$ cat src/rtl/ln_var_bf16_gen.sv
// LayerNorm variance stage: accumulates N signed elements, emits bf16((N*sumsq - sum^2 + eps)/N^2) and the vector sum.
// Latency: x_vld two edges after the N-th accept; in_rdy drops for 2 cycles per vector, x has no backpressure.
module ln_var_bf16_gen #(
    parameter int DATA_W     = 8,
    parameter int LOG2_N     = 6,
    parameter int EPS_SCALED = 1
) (
    input  logic                             clk,
    input  logic                             rst_n,
    input  logic signed [DATA_W-1:0]         in_data,
    input  logic                             in_vld,
    output logic                             in_rdy,
    output logic [15:0]                      x,
    output logic                             x_vld,
    output logic signed [DATA_W+LOG2_N-1:0]  sum_out
);

    localparam int SW = DATA_W + LOG2_N;
    localparam int QW = 2*DATA_W + LOG2_N;
    localparam int VW = 2*DATA_W + 2*LOG2_N + 1;
    localparam int PW = $clog2(VW);
    localparam int NW = VW + 9;

    typedef enum logic [1:0] {ACC, CALC, NORM} state_t;

    state_t                  state, state_nxt;
    logic [LOG2_N-1:0]       cnt;
    logic signed [SW-1:0]    sum;
    logic [QW-1:0]           sumsq;
    logic [VW-1:0]           v;
    logic                    accept;

    logic signed [2*DATA_W-1:0] din_ext, din_sq;
    logic [VW-1:0]              nsumsq_w, v_nxt;
    logic signed [VW-1:0]       sum_w, sum_sq_w;

    logic [PW-1:0]  p, shamt;
    logic [NW-2:0]  norm;
    logic [6:0]     frac;
    logic           guard, sticky, round_up;
    logic [7:0]     frac_r, exp_w;
    logic [15:0]    x_nxt;

    always_comb begin
        state_nxt = state;
        in_rdy    = 1'b0;
        case (state)
            ACC: begin
                in_rdy = 1'b1;
                if (in_vld && (cnt == {LOG2_N{1'b1}}))
                    state_nxt = CALC;
            end
            CALC:    state_nxt = NORM;
            NORM:    state_nxt = ACC;
            default: state_nxt = ACC;
        endcase
    end

    assign accept = in_vld & in_rdy;

    // Squares are non-negative, so the signed product is reused as an unsigned magnitude.
    assign din_ext = (2*DATA_W)'(in_data);
    assign din_sq  = din_ext * din_ext;

    // N*sumsq >= sum^2 always, so modular VW-bit arithmetic gives the exact result.
    assign nsumsq_w = VW'(sumsq) << LOG2_N;
    assign sum_w    = VW'(sum);
    assign sum_sq_w = sum_w * sum_w;
    assign v_nxt    = nsumsq_w - $unsigned(sum_sq_w) + VW'(EPS_SCALED);

    always_comb begin
        p = '0;
        for (int i = 0; i < VW; i++)
            if (v[i]) p = PW'(i);
    end

    // Left-justify v so the leading one falls off the top; padding zeros cover narrow v.
    assign shamt    = PW'(VW-1) - p;
    assign norm     = (NW-1)'({v, 9'b0} << shamt);
    assign frac     = norm[NW-2 -: 7];
    assign guard    = norm[NW-9];
    assign sticky   = |norm[NW-10:0];
    assign round_up = guard & (sticky | frac[0]);
    assign frac_r   = {1'b0, frac} + 8'(round_up);
    assign exp_w    = 8'd127 + 8'(p) - 8'(2*LOG2_N) + 8'(frac_r[7]);
    assign x_nxt    = (v == '0) ? 16'h0000 : {1'b0, exp_w, frac_r[6:0]};

    always_ff @(posedge clk or negedge rst_n) begin
        if (!rst_n) begin
            state   <= ACC;
            cnt     <= '0;
            sum     <= '0;
            sumsq   <= '0;
            v       <= '0;
            x       <= 16'h0000;
            x_vld   <= 1'b0;
            sum_out <= '0;
        end else begin
            state <= state_nxt;
            x_vld <= 1'b0;
            case (state)
                ACC: begin
                    if (accept) begin
                        cnt   <= cnt + LOG2_N'(1);
                        sum   <= sum + SW'(in_data);
                        sumsq <= sumsq + QW'($unsigned(din_sq));
                    end
                end
                CALC: v <= v_nxt;
                NORM: begin
                    x       <= x_nxt;
                    x_vld   <= 1'b1;
                    sum_out <= sum;
                    sum     <= '0;
                    sumsq   <= '0;
                end
                default: ;
            endcase
        end
    end

endmodule
$ cat config.mk
export PLATFORM = sky130hd
export DESIGN_NAME = ln_var_bf16_gen
export DESIGN_NICKNAME = d
export VERILOG_FILES = /design/src/rtl/ln_var_bf16_gen.sv
export SDC_FILE = /design/constraint.sdc
export NUM_CORES = 1
export LEC_CHECK = 0
export CORE_MARGIN = 8
export CORE_UTILIZATION = 59
export CTS_CLUSTER_DIAMETER = 40
export CTS_CLUSTER_SIZE = 40
export DETAILED_ROUTE_END_ITERATION = 10
export PLACE_DENSITY_LB_ADDON = 0.3
export SLEW_MARGIN = 40
export SYNTH_ARGS = -nofsm -noshare
export SYNTH_HDL_FRONTEND = slang
export SYNTH_SLANG_ARGS = --single-unit
$ cat constraint.sdc
create_clock -name clk -period 8.1 [get_ports clk]
set_input_delay 2.025 -clock clk [delete_from_list [all_inputs] [get_ports clk]]
set_output_delay 2.025 -clock clk [all_outputs]
set_load 0.03 [all_outputs]
==> results.json <==
{
  "die_h_um": 184,
  "via_per_inst": 5.84,
  "start_util_pct": 60.1,
  "wl_per_cell_um": 17.2,
  "layout_common_cells": "inv_1, fa_1, nand2_1",
  "grt_pass1_vias": 13100,
  "rows": 61,
  "fin_nets": 2261,
  "ys_ff_latch": 102,
  "rrSetupSlack_ns": 0.25,
  "dr_total_vias": 13200,
  "antenna_found_initial": 0,
  "dieWidth_um": 184,
  "drtPass1Iterations": 5,
  "grt.total_usage_pct": 23.5,
  "drive_above_1_share_pct": 6.52,
  "path_max_fanout": 9,
  "clk_pin_slew_ns": 0.07,
  "startpoint": "sum[8]",
  "cts-root-buf": "clkbuf_16",
  "gp_congestion": 0.899,
  "yosysTopAreaCell": "fa_1",
  "fillers": 2333,
  "drtAntennaViolNets": 0,
  "fin_crit_ns": 7.85,
  "syn-instance-count": 1858,
  "synthArstFlopShare_pct": 100,
  "yosys.cell_types.count": 90,
  "core_area_mm2": 0.0279,
  "syn_avg_cell_area_um2": 9.01,
  "grt_max_degree": 72,
  "syn_to_final_growth_pct": 7.23,
  "rsz0062_at_grt": "yes",
  "portBuffers": 41,
  "hold_start": "sum_out[3]",
  "worst_hold_path_type": "flip-flop to flip-flop",
  "numClockSinks": 102,
  "dp_hpwl_um": 31200,
  "yosysTopAreaCellShare_pct": 26.8,
  "slew_headroom_pct": 44.6,
  "crit_required_ns": 8.39,
  "finalCritPeriodShare_pct": 96.9,
  "routed_wirelength_um": 38900,
  "boundaryPins": 43,
  "postCtsHoldBufs": 0,
  "tritoncts": "done",
  "fin_hold_ws_ns": 0.477,
  "r2r_cells": 27,
  "multi_input_area_mm2": 0.0129,
  "clockBufferDepth": 2,
  "worstSetupPathType": "flip-flop to flip-flop",
  "arrival_ns": 8.14,
  "hold_path_depth": 2,
  "fmax_ghz": 0.127,
  "grt_pass1_wl_um": 65100,
  "mostFrequentLayoutCell": "inv_1",
  "maxCapViolCount": 0,
  "ys_seq_area_share_pct": 15.2,
  "end_kind": "flip-flop",
  "diodes": 0,
  "drt_iter0_drc": 980,
  "synth_area_leaders": "fa_1, dfrtp_1, ha_1",
  "seqCellArea_mm2": 0.00256,
  "reg2reg_from": "sum[8]",
  "report.final.setup_viol": 0,
  "outcome": "finished, final reports clean",
  "clock_latency_ns": 0.38,
  "tightest_slew_ns": 0.831,
  "synth_ff_type": "dfrtp_1",
  "drc": 0,
  "worstSetupStartpointType": "flip-flop",
  "cts_buffers": 9,
  "yosysWarnings": 0,
  "synth_nets": 2237,
  "slew_viol_final": 0,
  "final_hold_viol_count": 0,
  "syn_area_mm2": 0.0167,
  "grt.overflow.total": 0,
  "finalClockSkew_ns": 0.0162,
  "htree_levels": 3,
  "setup_tns_ns": 0,
  "synth_edf_count": 0,
  "dieArea_mm2": 0.0340
}
flip-flops by register name, indices dropped and copies added, names as in the netlist:
signal   flops
sumsq       22
state        2
x           15
sum_out     14
sum         14
x_vld        1
cnt          6
v           28
path summary, 6_finish.rpt:
path                              endpoint
worst min register to register  sum_out[3]
max in group asynchronous           sum[3]
worst min-delay path            sum_out[3]
worst max register to register       v[28]
worst max-delay path                 v[28]
min in group asynchronous       sum_out[5]
per-stage QoR:
step	instance area, um^2	utilization [%]	instances	setup WS (ns)
global route	18000	64.5	2265	-0.0899
floorplan	16700	-	1858	0.578
finish	18000	64.5	2265	0.250
global placement	17600	63.3	2248	0.246
CTS	17900	64.3	2264	0.0938
detailed placement	17600	63.3	2248	0.0976
critical path, stage by stage (launching register included):
cell	delay, ns
dfrtp_1	0.51
buf_4	0.25
and2_1	0.19
fa_1	0.53
inv_1	0.08
fa_1	0.54
inv_1	0.05
fa_1	0.53
inv_1	0.05
fa_1	0.53
inv_1	0.05
fa_1	0.51
fa_1	0.50
ha_1	0.37
or4_1	0.52
o22ai_1	0.14
a21oi_1	0.09
a21oi_1	0.19
xor2_1	0.29
ha_1	0.34
a211o_1	0.32
nand4_1	0.11
o2111ai_1	0.15
a31oi_2	0.29
o21bai_1	0.09
a21oi_1	0.16
xnor3_1	0.23
o21ai_0	0.14
Yosys cell counts (all sizes together) (22+ instances only):
cell,n
o21ai,114
fa,224
nand3,51
a21oi,69
nand2,193
dfrtp,102
nor2,70
xnor2,70
a21o,25
and2,74
xor2,43
nand2b,29
nor3,22
mux2i,30
inv,268
ha,144
clkbuf,56
layout make-up:
class,count,share of cell area (%)
multi-input combinational,1413,71.7
sequential,102,14.3
inverter,268,5.60
timing repair buffer,88,4.26
tap,378,2.63
clock buffer,11,1.30
clock inverter,5,0.230
logic make-up after synthesis:
group | share of synthesized area (%)
xor gates and xnor gates | 6.20
and+or+nand+nor | 15.5
DFF | 15.2
AOI/OAI and AO/OA | 13.8
other | 0.0224
muxes | 3.68
adders and majority gates | 37.5
buffers and inverters | 8.03
per-layer routing:
metal  wire (um)  part of all wire, %  GRT usage, %  vias to the layer above
li1            -                    -             -                     6228
met1       16900                   44          31.6                     6553
met2       18800                   48          39.5                      375
met3        2290                  5.9          2.91                       63
met4         871                  2.2          6.58                        0
met5           0                    0             0                        -
repair_timing:
action / in CTS / in global routing
endpoints found under the setup margin: 0 / 6
gates resized for setup: 0 / 12
setup buffers: 0 / 1
Power is left out: the tool's default activity adds up to more than one toggle a clock period on the data nets, which glitch-free logic cannot reach.
